==> config.mk <==
export PLATFORM = sky130hd
export DESIGN_NAME = sifh_sram_sched_flat
export DESIGN_NICKNAME = d
export VERILOG_FILES = /design/src/rtl/sifh_sram_sched_if.sv /design/src/rtl/sifh_sram_sched.sv /design/src/flat_wrapper.sv
export SDC_FILE = /design/constraint.sdc
export NUM_CORES = 1
export LEC_CHECK = 0
export ABC_AREA = 1
export CAP_MARGIN = 20
export CORE_ASPECT_RATIO = 2
export CORE_UTILIZATION = 45
export DETAILED_ROUTE_END_ITERATION = 8
export PLACE_DENSITY = 0.75
export SYNTH_ARGS = -nofsm -noshare
export SYNTH_HDL_FRONTEND = slang
export SYNTH_SLANG_ARGS = --single-unit
==> constraint.sdc <==
create_clock -name clk -period 2.5 [get_ports clk]
set_input_delay 0.625 -clock clk [delete_from_list [all_inputs] [get_ports clk]]
set_output_delay 0.625 -clock clk [all_outputs]
set_load 0.03 [all_outputs]
==> src/rtl/sifh_sram_sched_if.sv <==
// Bundle of the scheduler's requester inputs and SRAM/control outputs.
// slave is the scheduler's view; master is the environment's view
// (builder, peak finder, filter and SRAM macro, or a testbench).
interface sifh_sram_sched_if #(
  parameter int RAM_ADDR = 10,
  parameter int PEAK_MAX = 16
);
  logic                start;
  logic [RAM_ADDR-1:0] hb_waddr;
  logic [RAM_ADDR-1:0] hb_raddr;
  logic                hb_wen;
  logic                hb_ren;
  logic [PEAK_MAX-1:0] hb_wdata;
  logic                hb_done;
  logic [RAM_ADDR-1:0] pf_raddr;
  logic                pf_ren;
  logic                pf_done;
  logic                filt_done;

  logic [RAM_ADDR-1:0] waddr;
  logic [RAM_ADDR-1:0] raddr;
  logic                wEnable;
  logic                rEnable;
  logic                writeFlag;
  logic                readFlag;
  logic [PEAK_MAX-1:0] newCounts;
  logic                wrEn;
  logic                pf_go;
  logic                filt_go;
  logic                pass;
  logic [2:0]          phase;
  logic                frame_done;

  modport slave (
    input  start, hb_waddr, hb_raddr, hb_wen, hb_ren, hb_wdata, hb_done,
           pf_raddr, pf_ren, pf_done, filt_done,
    output waddr, raddr, wEnable, rEnable, writeFlag, readFlag, newCounts,
           wrEn, pf_go, filt_go, pass, phase, frame_done
  );

  modport master (
    output start, hb_waddr, hb_raddr, hb_wen, hb_ren, hb_wdata, hb_done,
           pf_raddr, pf_ren, pf_done, filt_done,
    input  waddr, raddr, wEnable, rEnable, writeFlag, readFlag, newCounts,
           wrEn, pf_go, filt_go, pass, phase, frame_done
  );
endinterface

==> src/rtl/sifh_sram_sched.sv <==
// SiFH histogram SRAM frame scheduler.
// Runs clear -> build -> drain -> peak -> filter, then a second
// clear -> build -> drain -> peak pass, and owns the SRAM ports by phase.
// Every output is a register loaded from the next-state view, so the
// registered phase always matches the cycle's SRAM activity.
module sifh_sram_sched #(
  parameter int          RAM_ADDR     = 10,
  parameter int          PEAK_MAX     = 16,
  parameter int          DEPTH        = 1024,
  parameter logic [23:0] BUILD_CYCLES = 24'd1000000,
  parameter int          DRAIN_CYCLES = 3
) (
  input logic               clk,
  input logic               res,
  sifh_sram_sched_if.slave  bus
);

  typedef enum logic [2:0] {
    S_IDLE   = 3'd0,
    S_CLEAR  = 3'd1,
    S_BUILD  = 3'd2,
    S_DRAIN  = 3'd3,
    S_PEAK   = 3'd4,
    S_FILTER = 3'd5,
    S_DONE   = 3'd6
  } state_t;

  localparam logic [RAM_ADDR-1:0] CLR_LAST   = RAM_ADDR'(DEPTH - 1);
  localparam logic [23:0]         EXP_LAST   = BUILD_CYCLES - 24'd1;
  localparam logic [7:0]          DRAIN_LAST = 8'(DRAIN_CYCLES - 1);

  state_t              r_state;
  state_t              w_nextState;
  logic [RAM_ADDR-1:0] r_clrCnt;
  logic [RAM_ADDR-1:0] w_clrNext;
  logic [23:0]         r_expCnt;
  logic [7:0]          r_drainCnt;
  logic                r_pass;

  logic [RAM_ADDR-1:0] w_waddr,     r_waddr;
  logic [RAM_ADDR-1:0] w_raddr,     r_raddr;
  logic                w_wEnable,   r_wEnable;
  logic                w_rEnable,   r_rEnable;
  logic                w_writeFlag, r_writeFlag;
  logic                w_readFlag,  r_readFlag;
  logic [PEAK_MAX-1:0] w_newCounts, r_newCounts;
  logic                w_wrEn,      r_wrEn;
  logic                w_pfGo,      r_pfGo;
  logic                w_filtGo,    r_filtGo;
  logic                w_frameDone, r_frameDone;
  logic [2:0]          w_phase,     r_phase;

  // Clear address for the coming cycle: restarts at 0 on every entry to CLEAR
  assign w_clrNext = (r_state == S_CLEAR && w_nextState == S_CLEAR) ?
                     r_clrCnt + 1'b1 : '0;

  // Phase sequencing; done/start strobes are only looked at in their own phase
  always_comb begin
    w_nextState = r_state;
    case (r_state)
      S_IDLE:   if (bus.start) w_nextState = S_CLEAR;
      S_CLEAR:  if (r_clrCnt == CLR_LAST) w_nextState = S_BUILD;
      S_BUILD:  if (bus.hb_done || r_expCnt == EXP_LAST) w_nextState = S_DRAIN;
      S_DRAIN:  if (r_drainCnt == DRAIN_LAST) w_nextState = S_PEAK;
      S_PEAK:   if (bus.pf_done) w_nextState = r_pass ? S_DONE : S_FILTER;
      S_FILTER: if (bus.filt_done) w_nextState = S_CLEAR;
      S_DONE:   w_nextState = S_IDLE;
      default:  w_nextState = S_IDLE;
    endcase
  end

  // State, phase counters and pass bit; the exposure and drain counters sit at 0 outside their phase
  always_ff @(posedge clk) begin
    if (res) begin
      r_state    <= S_IDLE;
      r_clrCnt   <= '0;
      r_expCnt   <= '0;
      r_drainCnt <= '0;
      r_pass     <= 1'b0;
    end else begin
      r_state    <= w_nextState;
      r_clrCnt   <= w_clrNext;
      r_expCnt   <= (r_state == S_BUILD) ? r_expCnt + 24'd1 : '0;
      r_drainCnt <= (r_state == S_DRAIN) ? r_drainCnt + 8'd1 : '0;
      if (r_state == S_FILTER && w_nextState == S_CLEAR) begin
        r_pass <= 1'b1;
      end else if (r_state == S_IDLE || r_state == S_DONE) begin
        r_pass <= 1'b0;
      end
    end
  end

  // Port ownership for the coming cycle; a requester is forwarded only while it owns the phase now and next
  always_comb begin
    w_waddr     = '0;
    w_raddr     = '0;
    w_wEnable   = 1'b0;
    w_rEnable   = 1'b0;
    w_writeFlag = 1'b0;
    w_readFlag  = 1'b0;
    w_newCounts = '0;
    w_phase     = w_nextState;
    w_wrEn      = (w_nextState == S_BUILD);
    w_pfGo      = (r_state == S_DRAIN && w_nextState == S_PEAK);
    w_filtGo    = (r_state == S_PEAK && w_nextState == S_FILTER);
    w_frameDone = (w_nextState == S_DONE);
    if (w_nextState == S_CLEAR) begin
      w_waddr     = w_clrNext;
      w_wEnable   = 1'b1;
      w_writeFlag = 1'b1;
    end else if ((r_state inside {S_BUILD, S_DRAIN}) &&
                 (w_nextState inside {S_BUILD, S_DRAIN})) begin
      w_waddr     = bus.hb_waddr;
      w_raddr     = bus.hb_raddr;
      w_wEnable   = bus.hb_wen;
      w_rEnable   = bus.hb_ren;
      w_writeFlag = bus.hb_wen;
      w_readFlag  = bus.hb_ren;
      w_newCounts = bus.hb_wdata;
    end else if (r_state == S_PEAK && w_nextState == S_PEAK) begin
      w_raddr     = bus.pf_raddr;
      w_rEnable   = bus.pf_ren;
      w_readFlag  = bus.pf_ren;
    end
  end

  // Output registers
  always_ff @(posedge clk) begin
    if (res) begin
      r_waddr     <= '0;
      r_raddr     <= '0;
      r_wEnable   <= 1'b0;
      r_rEnable   <= 1'b0;
      r_writeFlag <= 1'b0;
      r_readFlag  <= 1'b0;
      r_newCounts <= '0;
      r_wrEn      <= 1'b0;
      r_pfGo      <= 1'b0;
      r_filtGo    <= 1'b0;
      r_frameDone <= 1'b0;
      r_phase     <= 3'd0;
    end else begin
      r_waddr     <= w_waddr;
      r_raddr     <= w_raddr;
      r_wEnable   <= w_wEnable;
      r_rEnable   <= w_rEnable;
      r_writeFlag <= w_writeFlag;
      r_readFlag  <= w_readFlag;
      r_newCounts <= w_newCounts;
      r_wrEn      <= w_wrEn;
      r_pfGo      <= w_pfGo;
      r_filtGo    <= w_filtGo;
      r_frameDone <= w_frameDone;
      r_phase     <= w_phase;
    end
  end

  assign bus.waddr      = r_waddr;
  assign bus.raddr      = r_raddr;
  assign bus.wEnable    = r_wEnable;
  assign bus.rEnable    = r_rEnable;
  assign bus.writeFlag  = r_writeFlag;
  assign bus.readFlag   = r_readFlag;
  assign bus.newCounts  = r_newCounts;
  assign bus.wrEn       = r_wrEn;
  assign bus.pf_go      = r_pfGo;
  assign bus.filt_go    = r_filtGo;
  assign bus.pass       = r_pass;
  assign bus.phase      = r_phase;
  assign bus.frame_done = r_frameDone;

endmodule

==> src/flat_wrapper.sv <==
// flat-port wrapper written by rule: the top's interface ports become plain ports
module sifh_sram_sched_flat 
#(
  parameter int          RAM_ADDR     = 10,
  parameter int          PEAK_MAX     = 16,
  parameter int          DEPTH        = 1024,
  parameter logic [23:0] BUILD_CYCLES = 24'd1000000,
  parameter int          DRAIN_CYCLES = 3
)
  (clk, res, bus_start, bus_hb_waddr, bus_hb_raddr, bus_hb_wen, bus_hb_ren, bus_hb_wdata, bus_hb_done, bus_pf_raddr, bus_pf_ren, bus_pf_done, bus_filt_done, bus_waddr, bus_raddr, bus_wEnable, bus_rEnable, bus_writeFlag, bus_readFlag, bus_newCounts, bus_wrEn, bus_pf_go, bus_filt_go, bus_pass, bus_phase, bus_frame_done);
  sifh_sram_sched_if #(.RAM_ADDR(RAM_ADDR), .PEAK_MAX(PEAK_MAX)) bus_i ();
  input logic clk;
  input logic res;
  input wire logic [$bits(bus_i.start)-1:0] bus_start;
  input wire logic [$bits(bus_i.hb_waddr)-1:0] bus_hb_waddr;
  input wire logic [$bits(bus_i.hb_raddr)-1:0] bus_hb_raddr;
  input wire logic [$bits(bus_i.hb_wen)-1:0] bus_hb_wen;
  input wire logic [$bits(bus_i.hb_ren)-1:0] bus_hb_ren;
  input wire logic [$bits(bus_i.hb_wdata)-1:0] bus_hb_wdata;
  input wire logic [$bits(bus_i.hb_done)-1:0] bus_hb_done;
  input wire logic [$bits(bus_i.pf_raddr)-1:0] bus_pf_raddr;
  input wire logic [$bits(bus_i.pf_ren)-1:0] bus_pf_ren;
  input wire logic [$bits(bus_i.pf_done)-1:0] bus_pf_done;
  input wire logic [$bits(bus_i.filt_done)-1:0] bus_filt_done;
  output wire logic [$bits(bus_i.waddr)-1:0] bus_waddr;
  output wire logic [$bits(bus_i.raddr)-1:0] bus_raddr;
  output wire logic [$bits(bus_i.wEnable)-1:0] bus_wEnable;
  output wire logic [$bits(bus_i.rEnable)-1:0] bus_rEnable;
  output wire logic [$bits(bus_i.writeFlag)-1:0] bus_writeFlag;
  output wire logic [$bits(bus_i.readFlag)-1:0] bus_readFlag;
  output wire logic [$bits(bus_i.newCounts)-1:0] bus_newCounts;
  output wire logic [$bits(bus_i.wrEn)-1:0] bus_wrEn;
  output wire logic [$bits(bus_i.pf_go)-1:0] bus_pf_go;
  output wire logic [$bits(bus_i.filt_go)-1:0] bus_filt_go;
  output wire logic [$bits(bus_i.pass)-1:0] bus_pass;
  output wire logic [$bits(bus_i.phase)-1:0] bus_phase;
  output wire logic [$bits(bus_i.frame_done)-1:0] bus_frame_done;
  assign bus_i.start = bus_start;
  assign bus_i.hb_waddr = bus_hb_waddr;
  assign bus_i.hb_raddr = bus_hb_raddr;
  assign bus_i.hb_wen = bus_hb_wen;
  assign bus_i.hb_ren = bus_hb_ren;
  assign bus_i.hb_wdata = bus_hb_wdata;
  assign bus_i.hb_done = bus_hb_done;
  assign bus_i.pf_raddr = bus_pf_raddr;
  assign bus_i.pf_ren = bus_pf_ren;
  assign bus_i.pf_done = bus_pf_done;
  assign bus_i.filt_done = bus_filt_done;
  assign bus_waddr = bus_i.waddr;
  assign bus_raddr = bus_i.raddr;
  assign bus_wEnable = bus_i.wEnable;
  assign bus_rEnable = bus_i.rEnable;
  assign bus_writeFlag = bus_i.writeFlag;
  assign bus_readFlag = bus_i.readFlag;
  assign bus_newCounts = bus_i.newCounts;
  assign bus_wrEn = bus_i.wrEn;
  assign bus_pf_go = bus_i.pf_go;
  assign bus_filt_go = bus_i.filt_go;
  assign bus_pass = bus_i.pass;
  assign bus_phase = bus_i.phase;
  assign bus_frame_done = bus_i.frame_done;
  sifh_sram_sched #(.RAM_ADDR(RAM_ADDR), .PEAK_MAX(PEAK_MAX), .DEPTH(DEPTH), .BUILD_CYCLES(BUILD_CYCLES), .DRAIN_CYCLES(DRAIN_CYCLES)) u_core (.clk(clk), .res(res), .bus(bus_i));
endmodule
=== Word level (Yosys, flattened, before mapping) ===
Cells that the tools add are included.
W data, S select, Z words.

* Word-level logic and storage cells: 70
* Input port bits: 55
* Output and inout port bits: 48
* Register bits: 88

* Bitwise logic cells: 3
* Eq/ne operators: 15
* Mux-type cells: 19
* Reductions and logical operators: 16
* $add $sub $neg: 3

{| class="wikitable"
|+ Operators by type and width
! cell !! number
|-
| $mux W10 || 5
|-
| $add A24 B1 Y24 const B || 1
|-
| $eq A24 B20 Y1 const B || 1
|-
| $eq A3 B3 Y1 const B || 6
|-
| $mux W3 || 6
|-
| $pmux W3 S6 || 1
|-
| $eq A3 B2 Y1 const B || 4
|-
| $add A10 B1 Y10 const B || 1
|-
| $eq A10 B10 Y1 const B || 1
|-
| $add A8 B1 Y8 const B || 1
|-
| $eq A8 B2 Y1 const B || 1
|-
| $eq A3 B1 Y1 const B || 2
|-
| $logic_and A1 B1 Y1 || 6
|-
| $mux W1 || 6
|-
| $reduce_bool A2 Y1 || 3
|-
| $reduce_or A2 Y1 || 3
|-
| $logic_not A3 Y1 || 1
|-
| $not A1 Y1 || 3
|-
| $reduce_or A3 Y1 || 1
|-
| $logic_or A1 B1 Y1 || 2
|-
| $mux W2 || 1
|}

=== Longest topological paths before layout ===
Gate-level depths: netlist of the first run.

* Depth in word-level cells: 9
* Mapped depth: 15
* Gate-level depth less buffers: 14

=== Worst setup path after synthesis of the first run ===
OpenSTA, ideal clock, no wires.

* Kind: register -> register
* Start point: reg, netlist name u_core.bus.phase[0]
* End point: reg u_core.r_raddr[1] (netlist: u_core.bus.raddr[1])
* Stages on the path, launching flop included: 13
* Arrival time: 1.668 ns
* Path slack: 0.719 ns
* Period minus slack after synthesis: 1.781 ns
* Data required time: 2.388 ns
* Buffers on the path: 1
* Setup time: 0.112 ns
* Cells stage by stage: dfxtp_1 > inv_2 > nand3_2 > inv_1 > a21oi_1 > o21ai_4 > inv_1 > nand3_2 > nand2_1 > inv_2 > buf_12 > nand3_2 > nand2_1

{| class="wikitable"
|+ RTL lines
! element !! RTL line !! source
|-
| end signal, assigned || sifh_sram_sched.sv:144 || <nowiki>r_raddr <= w_raddr;</nowiki>
|-
| end, declared || sifh_sram_sched.sv:41 || <nowiki>logic [RAM_ADDR-1:0] w_raddr, r_raddr;</nowiki>
|}

=== Worst setup path in the final report of the first run ===
* Start point: reg u_core.r_phase[1] (netlist: u_core.bus.phase[1])
* End point: out bus_phase[1]

{| class="wikitable"
|+ RTL lines
! element !! RTL line !! source
|-
| start, declared || sifh_sram_sched.sv:51 || <nowiki>logic [2:0] w_phase, r_phase;</nowiki>
|-
| start signal, assigned || sifh_sram_sched.sv:154 || <nowiki>r_phase <= w_phase;</nowiki>
|-
| end, declared || flat_wrapper.sv:36 || <nowiki>output wire logic [$bits(bus_i.phase)-1:0] bus_phase;</nowiki>
|}

No word-level cell between the ends.

==> impl_results.md, run 1 <==
* Initial antenna violation count at 0
* Final ANT Viol Nets at 0
* H-tree depth at 3
* Die Ht at 131 um
* Arr. time, crit path at 1530 ps
* Total track usage at 0.219
* Hpwl dp at just under 7000 um
* RR Startpoint: u_core.r_clrCnt[0]
* Die Wd at 66.7 um
* Global-route wire length before repair at 14,500 um
* Max_cap viols at 0
* Tcrit/Tclk final at 0.863
* Average cell area after synthesis at around 8 um^2
* CTS tree: yes
* CTS hold repair buffers at 0
* Cell count of the worst reg-to-reg path at 13
* Post-synthesis cell count at about 480
* Register area at between 1500 and 2000 um^2
* Initial core utilization at 0.471
* Die area at roughly 9000 um^2
* Num Clock Sinks at between 80 and 90
* Pin count of the biggest net entering global routing at 20
* CP delay by family, top: buffers and inverters
* Share of post-route cells with drive strength above 1 at 0.138
* Vias in the first global route at around 3,300
* Final Hold Viols at 0
* CP max stage cell: clkdlybuf4s50_1
* Hold Path Cell Cnt at 1
* Clock network latency to the later pin of the worst-skew pair at 340 ps
* Avg Vias per Cell at just under 5
* Layout area overhead at 37.6%
* IO Port Bufs at between 100 and 150
* Reg-to-reg setup timing slack at between 500 and 600 ps
* Multi-input gate area at about 1700 um^2
* Pleak at between 2 and 2.5 nW
* Critical path buffer and inverter count at 1
* Synthesized flop and latch total at between 80 and 90
* Via count at ~3,300
* Postcts setup bufs at 0
* Routed WL at 8830 um
* DR iter-0 viols at between 150 and 200
* Post-synth EDFFs at 0
* CORE AREA at 8000 um^2
* Main synth FF type: dfxtp_1
* Slew Limit Fails at 0
* Sequential share of the synthesized area at 0.468
* # DRC at 0
* Maximum vdd ir drop at around 400 uV
* Worst Hold Launch: u_core.r_drainCnt[0]
* Async S/R FF share, synth at 0
* Crit Path Max Fanout at 7
* CTS clk-pin slew, worst paths at 60 ps
* RSZ-0062 raised after global routing: no
* # IOs at just over 100
* Clock Tree Buf Depth at 2
* Crit start category: flip-flop
* Synth top area share at 0.468
* Root Buffer: clkbuf_16
* Detailed Routing Iterations Pass 1 at 4
* Cell accounting for the most synthesized area: dfxtp_1
* CTS Buf Count at 9
* Min cycle time layout at between 2000 and 2500 ps
* CP Cell Sequence: clkdlybuf4s50_1
* Least-Margin Pin Slew at around 380 ps
* Synth Cell Area at between 3000 and 4000 um^2
* Rel. slew slack at 0.747
* Worst Hold Path EP: u_core.r_drainCnt[0]
* Worst stage delay on the critical path at around 730 ps
* Fin Setup TNS at 0 ps
* PD cells at slightly below 600 nW/um^2
* Max frequency at between 400 and 500 MHz
* WL/cell at 12.9 um
* Layout Nets at about 640
* Hold slack at approximately 470 ps
* Library cells used by synthesis at 40
* Status: completed
* Post-synth top cells: 88 x dfxtp_1, 88 x nand2_1, 65 x nor2_1, 61 x inv_1, 18 x a21oi_1
* FF-to-FF End: u_core.bus.raddr[0]
* Worst hold path class: flip-flop to flip-flop
* Fill cells at 718
* # resized after CTS at 0
* Gpl congestion at between 0.8 and 0.9
* Total grt overflow at 0
* WP data required at approximately 1900 ps
* Crit path kind: flip-flop to output port
* Final setup viols at 0
* Crit. End Element: output port
* Num rows at 46
* Post-route clock skew at around 5.4 ps
* Yosys warns at 0
* Antenna Cells at 0
* Synth area leaders: dfxtp_1 47%, nand2_1 8.8%, nor2_1 6.5%
* Syn nets at about 540
[per-layer routing]
layer | global-route usage | vias to the layer above | share of wire
li1 | - | 1712 | -
met1 | 0.218 | 1491 | 0.37
met2 | 0.389 | 108 | 0.54
met3 | 0.0425 | 35 | 0.046
met4 | 0.142 | 0 | 0.049
met5 | 0 | - | 0
[logic make-up (layout without fill, tap and decap cells)]
group,after synthesis,after routing,share of synthesized area
AOI/OAI and AO/OA,37,37,0.0578
xor gates and xnor gates,7,7,0.0163
adders and majority gates,4,4,0.0133
buffers and inverters,83,194,0.0940
DFF,88,88,0.468
and+or+nand+nor,258,258,0.351
[where the power goes]
| part | switching, mW | internal [mW] | total [mW] | leakage, nW |
|---|---|---|---|---|
| Sequential | 0.00536 | 1.41 | 1.41 | 0.709 |
| Combinational | 0.0672 | 0.0975 | 0.165 | 1.22 |
| Clock | 0.555 | 0.881 | 1.44 | 0.153 |
[metrics by stage]
step	setup WS [ps]	utilization	power (mW)	area [um^2]	std cells
finish	341	0.648	3.01	5180	684
global placement	167	0.608	1.61	4860	668
CTS	328	0.648	3.04	5180	684
global route	247	0.648	3.11	5180	684
detailed placement	63.0	0.608	1.61	4860	668
floorplan	719	-	1.50	3770	477
[registers in the layout, summed over array words and instances (netlist names)]
signal,cells
u_core.bus.raddr,10
u_core.bus.readFlag,1
u_core.r_clrCnt,10
u_core.bus.frame_done,1
u_core.bus.filt_go,1
u_core.bus.wrEn,1
u_core.bus.phase,3
u_core.bus.newCounts,16
u_core.bus.waddr,10
u_core.bus.pass,1
u_core.bus.pf_go,1
u_core.bus.writeFlag,1
u_core.r_drainCnt,8
u_core.r_expCnt,24
[layout by cell type (no fill, tap or decap), drive strengths merged, types with 2 or more instances in the layout]
cell type	n
xnor2	2
xor2	5
ha	4
a31o	2
nor2	81
nand2	100
clkdlybuf4s50	102
o21bai	2
nand4	12
bufinv	2
inv	74
dfxtp	88
buf	3
clkinv	2
or2	3
a21oi	19
clkbuf	10
nor3b	11
nand3b	2
nand3	31
nor3	17
o21ai	12
[final cells by class]
class,count,area share
Clock buffer,10,0.0442
Timing Repair Buffer,105,0.204
Multi-Input combinational cell,306,0.318
Inverter,73,0.0533
Clock inverter,6,0.0174
Sequential cell,88,0.340
Tap cell,96,0.0232
[how the worst max path moves through the flow]
stage / start / slack (ps) / depth (start not counted) / to
6_report: u_core.bus.phase[1] / 340 / 1 / bus_phase[1]
5_1_grt: bus_pf_done / 250 / 12 / u_core.bus.raddr[0]
4_1_cts: u_core.bus.phase[1] / 330 / 1 / bus_phase[1]
3_5_place_dp: bus_pf_done / 60 / 13 / u_core.bus.raddr[0]
3_3_place_gp: bus_pf_done / 170 / 13 / u_core.bus.raddr[0]
2_1_floorplan: u_core.bus.phase[0] / 720 / 12 / u_core.bus.raddr[1]
Note: power is estimated with default switching activity, not from simulation.
==> run 2: changes to the inputs <==
RECOVER_POWER = 100   (was default)
==> impl_results.md, run 2 (synthesis gave the netlist of run 1 again) <==
* Detailed Routing Iterations Pass 1 at 4
* Crit path kind: flip-flop to output port
* Final ANT Viol Nets at 0
* Layout Nets at between 600 and 700
* Total track usage at 0.219
* RR Startpoint: u_core.r_clrCnt[0]
* Num Clock Sinks at about 90
* CP max stage cell: dlygate4sd3_1
* Share of post-route cells with drive strength above 1 at 0.111
* Max_cap viols at 0
* Global-route wire length before repair at roughly 15,000 um
* RSZ-0062 raised after global routing: no
* Cell count of the worst reg-to-reg path at 13
* H-tree depth at 3
* CP delay by family, top: buffers and inverters
* Routed WL at 8810 um
* Avg Vias per Cell at about 4.8
* CP Cell Sequence: dlygate4sd3_1
* Commonest non-fill, non-tap cell in the layout: nand2_1
* Die Wd at 66.7 um
* Total chip power at ~3.0 mW
* Least-Margin Pin Slew at 662 ps
* Pre-CTS WS at approximately 63 ps
* Worst setup margin at around 300 ps
* CTS Buf Count at 9
* DR iter-0 viols at approximately 180
* WL/cell at 12.9 um
* Crit Path Max Fanout at 7
* Fin Setup TNS at 0 ps
* Final Hold Viols at 0
* Pleak at ~2.2 nW
* Switching Share at 0.207
* Worst stage delay on the critical path at 780 ps
* Slew Limit Fails at 0
* Initial core utilization at 0.471
* Die Ht at 131 um
* Maximum vdd ir drop at ~410 uV
* Max reg flops at 24
* Antenna Cells at 0
* Num rows at 46
* CTS hold repair buffers at 0
* Gpl congestion at between 0.8 and 0.9
* Worst hold path class: flip-flop to flip-flop
* Initial antenna violation count at 0
* Min cycle time layout at 2190 ps
* Clock Power Share at 0.477
* Pin count of the biggest net entering global routing at 20
* Layout area overhead at 35.9%
* Hold Path Cell Cnt at 1
* Final Core Density at 0.640
* Worst Hold Launch: u_core.r_drainCnt[0]
* Clock network latency to the later pin of the worst-skew pair at 330 ps
* Critical path buffer and inverter count at 1
* WP data required at roughly 1900 ps
* IO Port Bufs at 102
* CTS tree: yes
* # resized after CTS at 0
* Root Buffer: clkbuf_16
* Largest register by flop count: u_core.r_expCnt
* Sequential share of power at 0.470
* Hpwl dp at between 6000 and 7000 um
* Crit. End Element: output port
* Crit start category: flip-flop
* Int Pwr at between 2 and 2.5 mW
* Worst Hold Path EP: u_core.r_drainCnt[0]
* Status: completed
* Most frequent cells in the layout: 91 x nand2_1, 88 x dfxtp_1, 69 x nor2_1
* # IOs at ~100
* FF-to-FF End: u_core.bus.raddr[9]
* Rel. slew slack at 0.559
* Clock Tree Buf Depth at 2
* Reg-to-reg setup timing slack at 370 ps
* Fill cells at between 700 and 800
* Combinational Power Share at 0.053
* CORE AREA at 8000 um^2
* PD cells at just under 600 nW/um^2
* Post-route clock skew at ~5.2 ps
* Final setup viols at 0
* CTS clk-pin slew, worst paths at approximately 60 ps
* Vias in the first global route at 3,322
* Arr. time, crit path at around 1600 ps
* # DRC at 0
* Die area at 8760 um^2
* Postcts setup bufs at 0
* Total grt overflow at 0
* Tcrit/Tclk final at 0.877
* Via count at around 3,300
* P_sw at between 0.6 and 0.7 mW
* Max frequency at roughly 460 MHz
-- run 2: layout make-up --
class | count | area, um^2 | share of cell area
sequential | 88 | 1760 | 0.344
clock inverter | 6 | 90.1 | 0.0176
timing repair buffer | 105 | 1050 | 0.205
clock buffer | 10 | 229 | 0.0447
tap | 96 | 120 | 0.0235
multi-input combinational | 306 | 1590 | 0.311
inverter | 73 | 277 | 0.0540
-- run 2: worst max-delay path by stage --
stage                                    start                   to  slack, ps  depth (start not counted)
after floorplan            u_core.bus.phase[0]  u_core.bus.raddr[1]        720                         12
after global placement             bus_pf_done  u_core.bus.raddr[0]        170                         13
after detailed placement           bus_pf_done  u_core.bus.raddr[0]         60                         13
after CTS                  u_core.bus.phase[1]         bus_phase[1]        330                          1
after global routing      u_core.r_drainCnt[0]  u_core.bus.waddr[8]        160                         11
final                      u_core.bus.phase[1]         bus_phase[1]        310                          1
-- run 2: metrics by stage --
step	instance area (um^2)	hold slack, ps	instances
final	5120	466	684
after detailed placement	4860	457	668
after global routing	5120	516	684
after floorplan	3770	429	477
after global placement	4860	442	668
after CTS	5180	471	684
-- run 2: power by group through the flow --
stage,logic [mW],clock network [mW],registers [mW]
6_report,0.159,1.43,1.41
5_1_grt,0.171,1.52,1.41
4_1_cts,0.166,1.46,1.41
3_5_place_dp,0.164,0,1.44
3_3_place_gp,0.163,0,1.44
2_1_floorplan,0.0537,0,1.45
-- run 2: per-layer routing --
metal	GRT usage	wire (um)
met5	0	0
met4	0.142	408
met2	0.389	4800
met1	0.218	3210
met3	0.0425	385
